--- config.mk ---
export PLATFORM = sky130hd
export DESIGN_NAME = alu_operand_stage
export DESIGN_NICKNAME = d
export VERILOG_FILES = /design/src/rtl/rv_pkg.sv /design/src/rtl/alu_operand_stage_fwd_mux.sv /design/src/rtl/alu_operand_stage.sv
export SDC_FILE = /design/constraint.sdc
export NUM_CORES = 1
export LEC_CHECK = 0
export ABC_AREA = 0
export CORE_ASPECT_RATIO = 0.5
export CORE_MARGIN = 1
export CORE_UTILIZATION = 40
export DETAILED_ROUTE_END_ITERATION = 12
export GPL_ROUTABILITY_DRIVEN = 1
export PLACE_DENSITY = 0.79
export SLEW_MARGIN = 20
export SYNTH_ARGS = -nofsm -noshare
export SYNTH_HDL_FRONTEND = slang
export SYNTH_HIERARCHICAL = 1
export SYNTH_SLANG_ARGS = --single-unit
export TNS_END_PERCENT = 20
--- constraint.sdc ---
create_clock -name clk -period 1.4 [get_ports clk]
set_input_delay 0.28 -clock clk [delete_from_list [all_inputs] [get_ports clk]]
set_output_delay 0.28 -clock clk [all_outputs]
set_load 0.02 [all_outputs]
--- src/rtl/rv_pkg.sv ---
// Shared RV execute-stage definitions: datapath widths, ALU select codes,
// operand-source encodings and the operand-stage state type.
package rv_pkg;

  localparam int unsigned XLEN   = 32;
  localparam int unsigned REG_AW = 5;
  localparam int unsigned SEL_W  = 4;

  localparam logic [SEL_W-1:0] ALU_ADD  = 4'b0000;
  localparam logic [SEL_W-1:0] ALU_SUB  = 4'b0001;
  localparam logic [SEL_W-1:0] ALU_SLL  = 4'b0010;
  localparam logic [SEL_W-1:0] ALU_SLT  = 4'b0011;
  localparam logic [SEL_W-1:0] ALU_SLTU = 4'b0100;
  localparam logic [SEL_W-1:0] ALU_XOR  = 4'b0101;
  localparam logic [SEL_W-1:0] ALU_SRL  = 4'b0110;
  localparam logic [SEL_W-1:0] ALU_SRA  = 4'b0111;
  localparam logic [SEL_W-1:0] ALU_OR   = 4'b1000;
  localparam logic [SEL_W-1:0] ALU_AND  = 4'b1001;

  typedef enum logic {
    SRC_RS1 = 1'b0,
    SRC_PC  = 1'b1
  } opA_src_t;

  typedef enum logic {
    SRC_RS2 = 1'b0,
    SRC_IMM = 1'b1
  } opB_src_t;

  typedef enum logic {
    ST_EMPTY = 1'b0,
    ST_FULL  = 1'b1
  } stage_state_t;

endpackage

--- src/rtl/alu_operand_stage_fwd_mux.sv ---
// Combinational operand forwarding for one source register: EX/MEM wins over
// MEM/WB, and x0 always reads the register-file value.
module fwd_mux
  import rv_pkg::*;
#(
  parameter int unsigned XLEN   = rv_pkg::XLEN,
  parameter int unsigned REG_AW = rv_pkg::REG_AW
) (
  input  logic [REG_AW-1:0] rsAddr,
  input  logic [XLEN-1:0]   rsData,
  input  logic              exMemRegWrite,
  input  logic [REG_AW-1:0] exMemRd,
  input  logic [XLEN-1:0]   exMemResult,
  input  logic              memWbRegWrite,
  input  logic [REG_AW-1:0] memWbRd,
  input  logic [XLEN-1:0]   memWbResult,
  output logic [XLEN-1:0]   fwdData
);

  logic rsNonZero;
  logic exMatch;
  logic wbMatch;

  always_comb begin
    rsNonZero = (rsAddr != '0);
    exMatch   = exMemRegWrite && (exMemRd == rsAddr) && rsNonZero;
    wbMatch   = memWbRegWrite && (memWbRd == rsAddr) && rsNonZero;
    fwdData   = rsData;
    if (exMatch) begin
      fwdData = exMemResult;
    end else if (wbMatch) begin
      fwdData = memWbResult;
    end
  end

endmodule

--- src/rtl/alu_operand_stage.sv ---
// Execute-entry pipeline register feeding the ALU: resolves forwarding and
// operand selection at capture, holds under stall, and drops on flush.
module alu_operand_stage
  import rv_pkg::*;
#(
  parameter int unsigned XLEN   = rv_pkg::XLEN,
  parameter int unsigned SEL_W  = rv_pkg::SEL_W,
  parameter int unsigned REG_AW = rv_pkg::REG_AW
) (
  input  logic              clk,
  input  logic              rst_n,
  input  logic              inValid,
  output logic              inReady,
  input  logic [XLEN-1:0]   rs1Data,
  input  logic [XLEN-1:0]   rs2Data,
  input  logic [REG_AW-1:0] rs1Addr,
  input  logic [REG_AW-1:0] rs2Addr,
  input  logic [XLEN-1:0]   pcIn,
  input  logic [XLEN-1:0]   immIn,
  input  logic              opASrc,
  input  logic              opBSrc,
  input  logic [SEL_W-1:0]  aluSelIn,
  input  logic [REG_AW-1:0] rdAddrIn,
  input  logic              regWriteIn,
  input  logic              exMemRegWrite,
  input  logic [REG_AW-1:0] exMemRd,
  input  logic [XLEN-1:0]   exMemResult,
  input  logic              memWbRegWrite,
  input  logic [REG_AW-1:0] memWbRd,
  input  logic [XLEN-1:0]   memWbResult,
  input  logic              flush,
  input  logic              outReady,
  output logic              outValid,
  output logic [XLEN-1:0]   opA,
  output logic [XLEN-1:0]   opB,
  output logic [SEL_W-1:0]  aluOutSel,
  output logic [XLEN-1:0]   storeData,
  output logic [REG_AW-1:0] rdAddrOut,
  output logic              regWriteOut
);

  stage_state_t    state;
  opA_src_t        aSrc;
  opB_src_t        bSrc;
  logic [XLEN-1:0] fwdRs1;
  logic [XLEN-1:0] fwdRs2;
  logic [XLEN-1:0] nextA;
  logic [XLEN-1:0] nextB;
  logic            capture;
  logic            transfer;

  fwd_mux #(
    .XLEN   (XLEN),
    .REG_AW (REG_AW)
  ) u_fwdRs1 (
    .rsAddr        (rs1Addr),
    .rsData        (rs1Data),
    .exMemRegWrite (exMemRegWrite),
    .exMemRd       (exMemRd),
    .exMemResult   (exMemResult),
    .memWbRegWrite (memWbRegWrite),
    .memWbRd       (memWbRd),
    .memWbResult   (memWbResult),
    .fwdData       (fwdRs1)
  );

  fwd_mux #(
    .XLEN   (XLEN),
    .REG_AW (REG_AW)
  ) u_fwdRs2 (
    .rsAddr        (rs2Addr),
    .rsData        (rs2Data),
    .exMemRegWrite (exMemRegWrite),
    .exMemRd       (exMemRd),
    .exMemResult   (exMemResult),
    .memWbRegWrite (memWbRegWrite),
    .memWbRd       (memWbRd),
    .memWbResult   (memWbResult),
    .fwdData       (fwdRs2)
  );

  // outValid is a direct decode of the state flop, so it stays registered.
  assign outValid = (state == ST_FULL);
  assign inReady  = !outValid || outReady;

  always_comb begin
    aSrc     = opA_src_t'(opASrc);
    bSrc     = opB_src_t'(opBSrc);
    capture  = inValid && inReady;
    transfer = outValid && outReady;
    nextA    = (aSrc == SRC_PC)  ? pcIn  : fwdRs1;
    nextB    = (bSrc == SRC_IMM) ? immIn : fwdRs2;
  end

  // Flush outranks capture; data registers are left as-is on flush.
  always_ff @(posedge clk or negedge rst_n) begin
    if (!rst_n) begin
      state       <= ST_EMPTY;
      opA         <= '0;
      opB         <= '0;
      storeData   <= '0;
      aluOutSel   <= ALU_ADD;
      rdAddrOut   <= '0;
      regWriteOut <= 1'b0;
    end else if (flush) begin
      state       <= ST_EMPTY;
      regWriteOut <= 1'b0;
    end else if (capture) begin
      state       <= ST_FULL;
      opA         <= nextA;
      opB         <= nextB;
      storeData   <= fwdRs2;
      aluOutSel   <= aluSelIn;
      rdAddrOut   <= rdAddrIn;
      regWriteOut <= regWriteIn;
    end else if (transfer) begin
      state <= ST_EMPTY;
    end
  end

endmodule

* Yosys cells after proc, flatten, opt, wreduce, memory -nomap -nowiden
Index checks and enable logic that the tools add are counted.
Storage, ports and cells: register bits 107, bits in latches 0, RAM bits 0, ROM bits 0, input port bits 231, output and inout bits 108, logic and storage cells 40, memories 0
Cells by class: add/subtract/negate cells 0, $mul 0, div/mod/pow operators 0, magnitude comparators 0, eq/ne operators 4, shift-type cells 0, mux-type cells 11, bitwise logic cells 1, reductions and logical operators 17
Operators with widths (number):
- $mux 32 | 6
- $eq 5x5->1 | 4
- $logic_and 1x1->1 | 10
- $reduce_bool 5->1 | 2
- $mux 1 | 5
- $reduce_bool 3->1 | 1
- $reduce_and 2->1 | 1
- $reduce_bool 2->1 | 1
- $logic_not 1->1 | 1
- $logic_or 1x1->1 | 1
- $not 1->1 | 1

* Depth between registers and ports, before layout
Gate-level depths: netlist of the first run.
depth in word-level cells 6, gate-level depth with buffers 8, depth with buffers taken out 6

* Modules after synthesis
The synthesis of the first run kept the hierarchy.
Modules (own cells, without submodules):
- alu_operand_stage | times used 1, cells each 302, area each 4820.9 um^2
- fwd_mux | times used 2, cells each 198, area each 1153.6 um^2

* Worst setup path after synthesis of the first run
No wires, ideal clock.
path type input port to flip-flop, start input rs2Addr[2], end register opB[16], data arrival time 2.027 ns, path slack -0.752 ns, stages 7, path buffers 1, cell sequence or4_4 o211ai_4 buf_2 or3_1 a31oi_1 mux2_1 mux2_2
On the way: cells in the longest elaborated chain, start to end 6, elaborated cells on any way between the ends 10, those cells by class eq/ne (2); mux (3); reduce/logical (5)
Ends and longest elaborated chain:
- from (decl) | RTL line alu_operand_stage.sv:17 | input logic [REG_AW-1:0] rs2Addr,
- $eq 5x5->1 | RTL line alu_operand_stage_fwd_mux.sv:27 | wbMatch = memWbRegWrite && (memWbRd == rsAddr) && rsNonZero;
- $logic_and 1x1->1 (2 in a row) | RTL line alu_operand_stage_fwd_mux.sv:27
- $mux 32 | RTL line alu_operand_stage_fwd_mux.sv:31 | end else if (wbMatch) begin
- $mux 32 * | RTL line alu_operand_stage_fwd_mux.sv:29 | if (exMatch) begin
- via fwdRs2[16] | RTL line alu_operand_stage.sv:46 | logic [XLEN-1:0] fwdRs2;
- $mux 32 * | RTL line alu_operand_stage.sv:92 | nextB = (bSrc == SRC_IMM) ? immIn : fwdRs2;
- to (signal assigned) | RTL line alu_operand_stage.sv:111 | opB <= nextB;
- to (decl) | RTL line alu_operand_stage.sv:35 | output logic [XLEN-1:0] opB,
Mark *: on every way through the listed nets, which the timed path passes. The rest lies on a longest branch. A chain may end at the register's enable or synchronous reset.

* Worst setup path in the final report of the first run
start input rs2Addr[3], end register opB[7]
The elaborated chain is that of the path after synthesis.

==> results of run 1 <==
metrics by stage:
step	cell area [sq um]	hold WS (ns)
4_1_cts	12400	0.247
6_report	13000	0.255
2_1_floorplan	7170	-0.0156
3_5_place_dp	11000	0.0944
3_3_place_gp	11000	0.0916
5_1_grt	13000	0.283
worst max-delay path by stage:
stage,to,slack [ns],startpoint,cells past startpoint
6_report,opB[7]$_DFFE_PN0P_,-0.72,rs2Addr[3],10
5_1_grt,opB[7]$_DFFE_PN0P_,-0.73,rs2Addr[3],10
4_1_cts,opB[7]$_DFFE_PN0P_,-0.63,rs2Addr[4],10
3_5_place_dp,opB[22]$_DFFE_PN0P_,-1.35,rs2Addr[1],8
3_3_place_gp,opB[30]$_DFFE_PN0P_,-1.30,rs2Addr[3],9
2_1_floorplan,opB[16]$_DFFE_PN0P_,-0.74,rs2Addr[1],7
power breakdown:
group	total, W	internal [W]	switching, W
clock	0.00287	0.00158	0.00128
sequential	0.00404	0.00370	0.000345
combinational	0.00504	0.00261	0.00244
total	0.0120	0.00789	0.00407
flip-flops by register name, summed over array words and instances, names as in the netlist:
name and flops:
storeData 32, opA 32, opB 32, regWriteOut 1
rdAddrOut 5, aluOutSel 4, outValid 1
kinds of logic (layout without fill, tap and decap cells):
kind of cell              after synthesis  after routing  share of synthesized area [%]
other                                   0              2                              0
and+or+nand+nor                       139            139                           11.8
AOI/OAI and AO/OA                     135            135                           11.6
buffers and inverters                 128            522                           9.46
DFF                                   107            107                           37.6
xor gates and xnor gates               20             20                           2.46
muxes                                 169            169                           27.1
critical path, cell delays in order:
cell	delay [ns]
buf_6	0.09
or4_4	0.57
o211ai_4	0.25
buf_12	0.18
buf_12	0.13
buf_6	0.10
or3_4	0.12
a31oi_4	0.08
mux2_4	0.29
mux2_4	0.27
cell type report:
| class | count | area, sq um | area share, % |
|---|---|---|---|
| Clock buffer | 9 | 225 | 1.73 |
| Clock inverter | 7 | 100 | 0.770 |
| Sequential cell | 107 | 2680 | 20.6 |
| Tap cell | 234 | 293 | 2.25 |
| Multi-Input combinational cell | 463 | 4890 | 37.6 |
| Timing Repair Buffer | 441 | 4570 | 35.2 |
| Antenna cell | 2 | 5.00 | 0.0385 |
| Inverter | 65 | 244 | 1.88 |
timing repair:
item	CTS	global route
hold buffers	1	0
setup endpoints to repair	210	117
resized for setup	286	145
pin swaps	50	35
setup buffers	25	6
gates cloned	14	3
hold endpoints to repair	79	0
layout by cell type (no fill, tap or decap), types with 3 or more instances in the layout:
cell,count
mux2_4,63
buf_8,3
buf_12,23
clkdlybuf4s50_1,207
buf_4,50
clkinvlp_4,3
dfrtp_1,107
dlygate4sd2_1,101
o21ai_0,11
or3_1,32
buf_2,6
xnor2_2,9
nor3_2,15
o211ai_4,4
clkdlybuf4s15_1,13
buf_16,6
buf_6,21
a31oi_4,22
a31oi_2,17
inv_1,65
o21ai_2,14
or3_4,28
a31oi_1,25
or3_2,4
clkdlybuf4s15_2,4
nor3_4,8
xnor2_1,10
o21ai_1,37
clkbuf_16,12
mux2_2,106
nor3_1,41
routing by layer:
metal	vias to the layer above	wire, um	GRT usage [%]
li1	3312	-	-
met1	3853	12600	41.2
met2	490	15900	53.8
met3	166	2460	6.50
met4	0	1840	18.6
met5	-	0	0
==> results.yml, run 1 <==
run_status:
  outcome: "complete, but fails checks"
  violations: "setup timing"
worst_hold_path:
  min_path_type: "input port to async pin"
synth:
  yosys_warnings: 6
  synthesis.nets: 929
  synthTopCellsByCount: "mux2_2, dfrtp_1, inv_1"
  synth-async-reset-ratio_pct: 100
  synthCells: 698
  synth_top_area_share_pct: 37.6
  synthFlopType: "dfrtp_1"
  synth_edf_count: 0
  synth.area.top_cells: "dfrtp_1, mux2_2, a31oi_1"
  avgSynthCellArea_sq_um: 10.2
  yosysMostFrequentCell: "mux2_2"
  ys_types: 27
  synth.largest_area_cell: "dfrtp_1"
  netlist_area_sq_um: 7130
  synth-seq-cells: 107
  yosysSeqAreaShare_pct: 37.6
placed_design:
  gp_congestion: 0.979
  dp.final_hpwl_um: 20400
  pre_cts_ws_ns: -1.35
  port_buffers: 338
  numPlacedInstances: 1269
setup_path:
  worst_ep_required_time_ns: 1.65
  worst_setup_path_end_kind: "flip-flop"
  r2r_setup_slack_ns: -0.10
  timing.rr.start: "outValid$_DFFE_PN0P_"
  reg2reg_depth: 4
  worstPathArrival_ns: 2.37
  path_max_fanout: 6
  worstSetupPathType: "input port to flip-flop"
  start_kind: "input port"
  reg2reg_to: "storeData[3]$_DFFE_PN0P_"
grt:
  grt_first_pass_wirelength_um: 45000
  grt_max_degree: 53
  grt.total_usage_pct: 32.9
  antenna_found_initial: 1
  grt_pass1_vias: 7732
  overflow: 0
drt:
  first_pass_iters: 5
  num_vias: 7821
  antenna_left: 0
  drt_wl_total_um: 32900
  vias_per_cell: 5.89
  drt_iter0_markers: 851
  wl_per_cell_um: 24.7
  drcViolationCount: 0
clocking:
  cts_max_level: 3
  clk_pin_slew_ns: 0.08
  clockBufferDepth: 2
  tritoncts: "yes"
  cts_sinks: 107
  clk_latency_ns: 0.36
  cts_root_buf: "clkbuf_16"
  cts-buffers-inserted: 9
floorplanning:
  core_area_sq_um: 17400
  ioPinCount: 339
  num_rows: 34
  dieArea_sq_um: 18400
  initial_core_util_pct: 41.0
  fp.dieH_um: 96.4
  fp.dieW_um: 191
finish:
  drive_gt1_share_pct: 40.0
  num-fill-cells: 1125
  nNetsFinal: 1318
  layout.cells.non_filler: 1328
  finish.utilization_pct: 74.7
  syn_to_final_growth_pct: 82.4
sta:
  slew_viol_final: 0
  slew-limit-headroom_pct: 67.3
  setup_ws_ns: -0.723
  setup_viol: 103
  fmax_ghz: 0.471
  tightest_slew_ns: 0.487
  finalHoldViolCount: 0
  layout_min_cycle_time_ns: 2.12
  rsz0062_at_grt: "yes"
  setup_tns_ns: -56.09
  fin_skew_ns: 0.00761
  fin_crit_sh_pct: 152
flow_run:
  maxCapViolations: 0
pwr:
  p_leak_nw: 5.54
  ir_drop_mv: 0.698
  p_per_area_nw_per_um2: 920
  p_total_w: 0.0120
No activity file was read; power rests on OpenSTA's default activity.
==> run 2: changes to the inputs <==
--- a/config.mk
+++ b/config.mk
@@ -7,7 +7,6 @@
 export LEC_CHECK = 0
 export ABC_AREA = 0
 export CORE_ASPECT_RATIO = 0.5
-export CORE_MARGIN = 1
 export CORE_UTILIZATION = 40
 export DETAILED_ROUTE_END_ITERATION = 12
 export GPL_ROUTABILITY_DRIVEN = 1
==> results of run 2 <==
The final DEF is identical to that of run 1; final timing and power are the same.
==> run 3: changes to the inputs <==
--- a/config.mk
+++ b/config.mk
@@ -7,13 +7,12 @@
 export LEC_CHECK = 0
 export ABC_AREA = 0
 export CORE_ASPECT_RATIO = 0.5
-export CORE_UTILIZATION = 40
+export CORE_UTILIZATION = 39
 export DETAILED_ROUTE_END_ITERATION = 12
 export GPL_ROUTABILITY_DRIVEN = 1
-export PLACE_DENSITY = 0.79
+export PLACE_DENSITY = 0.82
 export SLEW_MARGIN = 20
 export SYNTH_ARGS = -nofsm -noshare
 export SYNTH_HDL_FRONTEND = slang
-export SYNTH_HIERARCHICAL = 1
 export SYNTH_SLANG_ARGS = --single-unit
 export TNS_END_PERCENT = 20
==> run 3 against run 2 <==
Against the previous run:
- the flow still finishes with violations (setup timing)
- non-clock buffer count is 4 lower
- sequential power is 2% lower
- setup slack worse by 0.10 ns
- register-to-register slack worse by 0.73 ns
- critical path depth is 4 lower
- global-route usage is 3.9 points higher
- combinational power is 19% lower
- clock skew is 0.0060 ns higher
- clock power is 6% lower
- highest routed layer unchanged
==> results.yml, run 3 <==
flow_run:
  maxCapViolations: 0
finish:
  seq_area_sq_um: 2680
  insertedDiodeCount: 0
  drive_gt1_share_pct: 25.7
  multi_input_area_sq_um: 3610
  layout_commonest_cell: "clkdlybuf4s50_1"
  nNetsFinal: 1224
  reg_top3: "opA x32, opB x32, storeData x32"
  layout.cells.non_filler: 1196
  final_cell_mix: "clkdlybuf4s50_1, dfrtp_1, dlygate4sd2_1, nor2_1, o21ai_1"
  syn_to_final_growth_pct: 94.4
  num-fill-cells: 883
sta:
  setup_ws_ns: -0.827
  fin_crit_sh_pct: 159
  slew-limit-headroom_pct: 57.6
  fmax_ghz: 0.449
  fin_skew_ns: 0.0136
  slew_viol_final: 0
  finalHoldViolCount: 0
  rsz0062_at_grt: "yes"
  setup_tns_ns: -59.00
  layout_min_cycle_time_ns: 2.23
  setup_viol: 109
  tightest_slew_ns: 0.636
  holdWs_ns: 0.252
run_status:
  outcome: "complete, but fails checks"
  violations: "setup timing"
clocking:
  cts_root_buf: "clkbuf_16"
  clk_latency_ns: 0.36
  cts_max_level: 3
  clockBufferDepth: 2
  tritoncts: "yes"
  cts_sinks: 107
  cts-buffers-inserted: 9
  clk_pin_slew_ns: 0.09
setup_path:
  reg2reg_depth: 6
  reg2reg_to: "opB[10]$_DFFE_PN0P_"
  cpMaxStageDelayCell: "a221oi_2"
  worstPathArrival_ns: 2.44
  worstSetupPathType: "flip-flop to flip-flop"
  path_max_fanout: 22
  worst_ep_required_time_ns: 1.62
  timing.rr.start: "outValid$_DFFE_PN0P_"
  start_kind: "flip-flop"
  cp_num_buf_inv: 2
  r2r_setup_slack_ns: -0.83
  crit_chain: "nor2b_4 -> buf_6 -> or3_4 -> buf_16 -> a221oi_2 -> o21ai_1"
  critPathMaxStageDelay_ns: 0.53
  cp_top_family: "compound AO/OA/AOI/OAI gates"
  worst_setup_path_end_kind: "flip-flop"
placed_design:
  pre_cts_ws_ns: -1.15
  numPlacedInstances: 1130
  port_buffers: 338
  gp_congestion: 0.925
  dp.final_hpwl_um: 18300
pwr:
  p_leak_nw: 4.93
  ir_drop_mv: 0.651
  p_per_area_nw_per_um2: 927
synth:
  synth-async-reset-ratio_pct: 100
  avgSynthCellArea_sq_um: 10.0
  synthesis.nets: 826
  synth_edf_count: 0
  yosys_warnings: 0
  yosysMostFrequentCell: "dfrtp_1"
  synth-seq-cells: 107
  netlist_area_sq_um: 5970
  synth.largest_area_cell: "dfrtp_1"
  synthTopCellsByCount: "dfrtp_1, nor2_1, o21ai_0"
  synth.area.top_cells: "dfrtp_1, mux2_4, a221o_1"
  ys_types: 35
  synthCells: 595
  synth_top_area_share_pct: 44.9
  synthFlopType: "dfrtp_1"
  yosysSeqAreaShare_pct: 44.9
grt:
  grt_first_pass_wirelength_um: 42800
  grt_max_degree: 66
  antenna_found_initial: 0
  overflow: 0
  grt_pass1_vias: 7359
  grt.total_usage_pct: 36.7
worst_hold_path:
  min-delay-start: "inValid"
  min_path_type: "input port to flip-flop"
  min_path_cells: 3
  hold-path-endpoint: "regWriteOut$_DFFE_PN0P_"
floorplanning:
  core_area_sq_um: 14700
  num_rows: 31
  dieArea_sq_um: 15800
  ioPinCount: 339
  fp.dieW_um: 177
  fp.dieH_um: 89.5
  initial_core_util_pct: 40.6
drt:
  first_pass_iters: 6
  num_vias: 7436
  wl_per_cell_um: 27.2
  drcViolationCount: 0
  vias_per_cell: 6.22
  drt_wl_total_um: 32500
  drt_iter0_markers: 629
  antenna_left: 0
## run 3: worst max path at each step
stage / start / endpoint / depth (start not counted)
after floorplan: rs1Addr[0] / opA[12]$_DFFE_PN0P_ / 6
after global placement: rs1Addr[2] / opA[1]$_DFFE_PN0P_ / 7
after detailed placement: rs1Addr[2] / opA[1]$_DFFE_PN0P_ / 7
after CTS: outValid$_DFFE_PN0P_ / storeData[26]$_DFFE_PN0P_ / 6
after global routing: outValid$_DFFE_PN0P_ / opB[10]$_DFFE_PN0P_ / 6
final: outValid$_DFFE_PN0P_ / opB[10]$_DFFE_PN0P_ / 6
## run 3: report_power, final
part	switching, W	internal (W)	total [W]
sequential	0.000364	0.00359	0.00395
clock	0.00128	0.00142	0.00270
combinational	0.00210	0.00200	0.00410
## run 3: layout make-up
class	instances	area share [%]
Sequential cell	107	23.1
Clock inverter	6	0.636
Multi-Input combinational cell	436	31.2
Timing Repair Buffer	437	40.9
Inverter	2	0.0647
Tap cell	198	2.14
Clock buffer	10	1.97
## run 3: repair_timing
action | in CTS | in global routing
setup endpoints to repair | 213 | 118
hold buffers | 1 | 0
hold endpoints to repair | 98 | 0
gates cloned | 16 | 7
pin swaps | 29 | 39
gates resized for setup | 240 | 88
buffers inserted | 20 | 10
## run 3: routing by layer
| metal | up-vias | track usage (%) | part of all wire, % |
|---|---|---|---|
| met2 | 596 | 63.8 | 47 |
| met1 | 3603 | 43.5 | 35 |
| met4 | 0 | 18.8 | 6.4 |
| met5 | - | 0 | 0 |
| li1 | 3043 | - | - |
| met3 | 194 | 8.42 | 11 |
## run 3: per-stage QoR
| step | total power [W] | utilization [%] | area [sq um] |
|---|---|---|---|
| after detailed placement | 0.00785 | 68.8 | 10100 |
| final | 0.0107 | 78.9 | 11600 |
| after global routing | 0.0111 | 78.9 | 11600 |
| after global placement | 0.00775 | 68.8 | 10100 |
| after floorplan | 0.00558 | - | 6140 |
| after CTS | 0.0103 | 75.7 | 11100 |
## run 3: kinds of logic (layout without fill, tap and decap cells)
kind of cell,Yosys count,in the layout,share of synthesized area [%]
AO/OA/AOI/OAI,198,198,23.1
multiplexers,64,64,13.3
buffers and inverters,53,455,3.90
AND/OR/NAND/NOR,156,157,12.4
XOR/XNOR,17,17,2.50
flip-flops,107,107,44.9
## run 3: worst reg2reg max path, delay by kind of cell (launching register included)
kind,cells,cell delay (ns)
compound gates,2,0.69
flops,1,0.41
simple gates,2,0.63
buf+inv,2,0.37
==> edit 1: new RTL, settings of run 3 <==
Put one more register stage on the output `storeData`, with the module's reset. The value now appears one clock later. The other outputs are not delayed to match.
--- a/src/rtl/alu_operand_stage.sv
+++ b/src/rtl/alu_operand_stage.sv
@@ -38,6 +38,8 @@
   output logic [REG_AW-1:0] rdAddrOut,
   output logic              regWriteOut
 );
+
+  logic [XLEN-1:0] storeData_s0;
 
   stage_state_t    state;
   opA_src_t        aSrc;
@@ -98,7 +100,7 @@
       state       <= ST_EMPTY;
       opA         <= '0;
       opB         <= '0;
-      storeData   <= '0;
+      storeData_s0 <= '0;
       aluOutSel   <= ALU_ADD;
       rdAddrOut   <= '0;
       regWriteOut <= 1'b0;
@@ -109,7 +111,7 @@
       state       <= ST_FULL;
       opA         <= nextA;
       opB         <= nextB;
-      storeData   <= fwdRs2;
+      storeData_s0 <= fwdRs2;
       aluOutSel   <= aluSelIn;
       rdAddrOut   <= rdAddrIn;
       regWriteOut <= regWriteIn;
@@ -118,5 +120,13 @@
     end
   end
 
+  always_ff @(posedge clk or negedge rst_n) begin
+    if (!rst_n) begin
+      storeData <= '0;
+    end else begin
+      storeData <= storeData_s0;
+    end
+  end
+
 endmodule
 
Formal check against the unedited RTL: not equivalent (Yosys sat finds a counterexample within 4 cycles, from zero or initial values and one cycle with rst_n low).
==> edit 1 against run 3 <==
The run still ends with negative setup slack left. Final area grew 17%. Clock power rose by 91%. Power increased by 36%. Sequential power grew 29%. Wire length is 14% higher. Sequential share of layout area rose by 2.7 points. Sequential cell count up 32. Synthesized area is 17% higher. Synthesized cell count up 8.6%. Setup slack gained 0.28 ns. Critical endpoint is now opB[24]. Highest routed layer is now met5.
==> edit 1: results <==
[placed_design]
hpwl_um = 20160
gp_congestion = 0.9530
io_buffers = 338

[finish]
drive_above_1_share_pct = 38.45
antenna_cells = 0
final_nets = 1306

[clocking]
clock_latency_ns = 0.42
cts_buffer_depth = 2
cts_buffers = 17
cts.htree.levels = 4
clkTransAtPathRegs_ns = 0.07
cts-root-buf = clkbuf_16

[grt]
grt_pass1_wl_um = 46150
track_usage_pct = 33.99
grt_pass1_vias = 8008
antenna_found_initial = 0
grt_max_degree = 49

[worst_setup_path]
crit_arrival_ns = 2.23
slowest_delay_ns = 0.43
slowest_stage = a221oi_1
cp_top_family = compound AO/OA/AOI/OAI gates
critPathMaxFanout = 9

[min_path]
worst_hold_path_type = in -> async

[sta]
setup_viol = 111
fin_ws_ns = -0.5496
maxSlewHeadroom_pct = 65.64
fin_skew_ns = 0.008858

[logic_synthesis]
syn_nets = 877
synth_seq_area_share_pct = 50.00
async_flop_share_pct = 100.0
yosys.cell_types.count = 39
yosys_warnings = 0
synth_common_cells = dfrtp_1, nand2_1, mux2i_1
synth_area_leaders = dfrtp_1, mux2i_1, o221ai_2

[drt]
routed_via_density = 6.212
wire_per_inst_um = 28.04
initialDrtViolationCount = 755
drc_errors = 0
first_pass_iters = 5

[outcome]
violations = negative setup slack
status = complete, but fails checks

[power_and_ir_drop]
power.leakage_uw = 0.005814
vdd_ir_drop_max_mv = 0.8568
[edit 1: final cells by class]
type                    count  area [sq um]
clock inverters            13         216.5
clock buffers              18         429.2
fillers                   938          3884
inverters                  35         131.4
multi-input cells         419          4180
flip-flops and latches    139          3480
well taps                 234         292.8
repair buffers            463          4786
[edit 1: metrics by stage]
step                      util (%)  std cells  setup TNS, ns  cell area [sq um]  worst slack, ns
after floorplan                  -        646         -39.38               7012          -0.4009
after global placement       64.27       1241         -90.53              11180          -0.9479
after detailed placement     64.27       1241         -94.35              11180          -0.9923
after CTS                    74.23       1303         -33.54              12910          -0.4210
after global routing         77.68       1321         -41.91              13520          -0.6183
final                        77.68       1321         -38.71              13520          -0.5496
[edit 1: logic make-up after synthesis]
kind of cell | synth area share [%]
compound gates | 21.76
xor+xnor | 2.140
buf+inv | 5.791
flops | 50.00
mux | 9.209
simple gates | 11.10
[edit 1: per-layer routing]
metal	up-vias	wire, um	global-route usage (%)
li1	3253	-	-
met1	4020	13380	41.02
met2	686	17180	57.55
met3	245	3816	7.692
met4	2	2629	18.47
met5	-	39	0
[edit 1: worst paths after layout]
check | startpoint | to | slack, ns | cells after the start
min | rst_n | rdAddrOut[0] | 0.30 | 2
max | outValid | opB[24] | -0.55 | 6
min reg2reg | storeData_s0[7] | storeData[7] | 0.38 | 0
max reg2reg | outValid | opB[24] | -0.55 | 6
min in group clk | inValid | regWriteOut | 0.33 | 3
max in group asynchronous | rst_n | storeData[12] | 0.55 | 3
[edit 1: repair_timing]
| action | 4_1_cts | 5_1_grt |
|---|---|---|
| pin swaps | 26 | 50 |
| cloned | 11 | 11 |
| buffers inserted | 19 | 9 |
| hold buffers | 1 | 0 |
| hold endpoints to repair | 70 | 0 |
| endpoints found under the setup margin | 213 | 189 |
| gates resized for setup | 335 | 210 |
[edit 1: power breakdown]
part	total [uW]	internal, uW	switching [uW]
combinational	4410	2070	2340
clock	5150	3180	1970
sequential	5080	4670	415
==> edit 2: new RTL, settings of run 3 <==
Without the edit above. The package constant `REG_AW` goes from 5 to 4.
--- a/src/rtl/rv_pkg.sv
+++ b/src/rtl/rv_pkg.sv
@@ -3,7 +3,7 @@
 package rv_pkg;
 
   localparam int unsigned XLEN   = 32;
-  localparam int unsigned REG_AW = 5;
+  localparam int unsigned REG_AW = 4;
   localparam int unsigned SEL_W  = 4;
 
   localparam logic [SEL_W-1:0] ALU_ADD  = 4'b0000;
Ports: changed (6 resized); port bits go from 339 to 333. No check against the original RTL was run, so the function may have changed too.
==> edit 2 against run 3 <==
The flow still finishes with violations (negative setup slack). Largest cell class unchanged. Setup slack better by 0.36 ns. Critical path depth increased by 4. Synthesized area is 0.73% lower. Die area decreased by 0.72%. Sequential cell count down 1. Critical endpoint is now opB[23]. Power increased by 6.5%. Maximum frequency increased by 19%. Worst hold slack better by 0.14 ns. Final area increased by 7.2%. Wire length grew 18%.
==> edit 2: results <==
[placed_design]
io_buffers = 332
hpwl_um = 20520
gp_congestion = 0.9744
dp.cells = 1182

[logic_synthesis]
yosys.cell_types.count = 32
synth_common_cells = dfrtp_1, nand2_1, clkbuf_1
synth_compound_area_share_pct = 19.94
syn_inst = 622
synth_seq_area_share_pct = 44.78
syn_nets = 848

[sta]
maxSlewHeadroom_pct = 75.41
setup_viol = 108
fin_ws_ns = -0.4653
hold_slack_ns = 0.3939

[finish]
num-nonclk-inverters = 1
comb.multi_input.count = 453
nFlopsAndLatches = 106
fillers = 672
buffer_area_share_pct = 40.69
antenna_cells = 2
signal_buffers = 470
clock_area_share_pct = 2.253

[outcome]
violations = negative setup slack
status = complete, but fails checks

[drt]
via_count = 8566
initialDrtViolationCount = 1086
wire_per_inst_um = 30.69
first_pass_iters = 5

[grt]
grt_pass1_vias = 7789
track_usage_pct = 41.30
grt_max_degree = 52

[power_and_ir_drop]
power.leakage_uw = 0.005248
vdd_ir_drop_max_mv = 0.7051

[worst_setup_path]
setup.worst_path.start = rs2Addr[2]
r2r.worst_path.cells = 9
slowest_delay_ns = 0.36
slowest_stage = a221o_1
crit_end = opB[23]

[min_path]
worst_hold_path_type = in -> async

[clocking]
ctsResizeCount = 385
edit 2: power by group:
part	internal (uW)	switching (uW)
Clock	1240	1360
Combinational	2380	2500
Sequential	3600	367
edit 2: metrics by stage:
step	instance area [sq um]	power [uW]	setup slack, ns	setup TNS [ns]
after global placement	10120	8103	-0.9679	-85.46
after floorplan	5958	5641	-0.3223	-25.91
final	12440	11450	-0.4653	-28.02
after CTS	11680	10830	-0.2244	-16.85
after global routing	12430	11720	-0.4589	-30.18
after detailed placement	10120	8174	-1.006	-89.49
edit 2: routing by layer:
metal / global-route usage [%] / up-vias / share of wire (%)
li1: - / 3202 / -
met1: 50.36 / 4065 / 35
met2: 67.50 / 935 / 43
met3: 11.69 / 364 / 13
met4: 22.69 / 0 / 9.2
met5: 0 / - / 0
edit 2: worst max-delay path: cells and delay by family:
family | cells | cell delay (ns)
buffers and inverters | 5 | 0.67
AOI/OAI and AO/OA | 3 | 0.86
and+or+nand+nor | 1 | 0.13
xor gates and xnor gates | 1 | 0.15
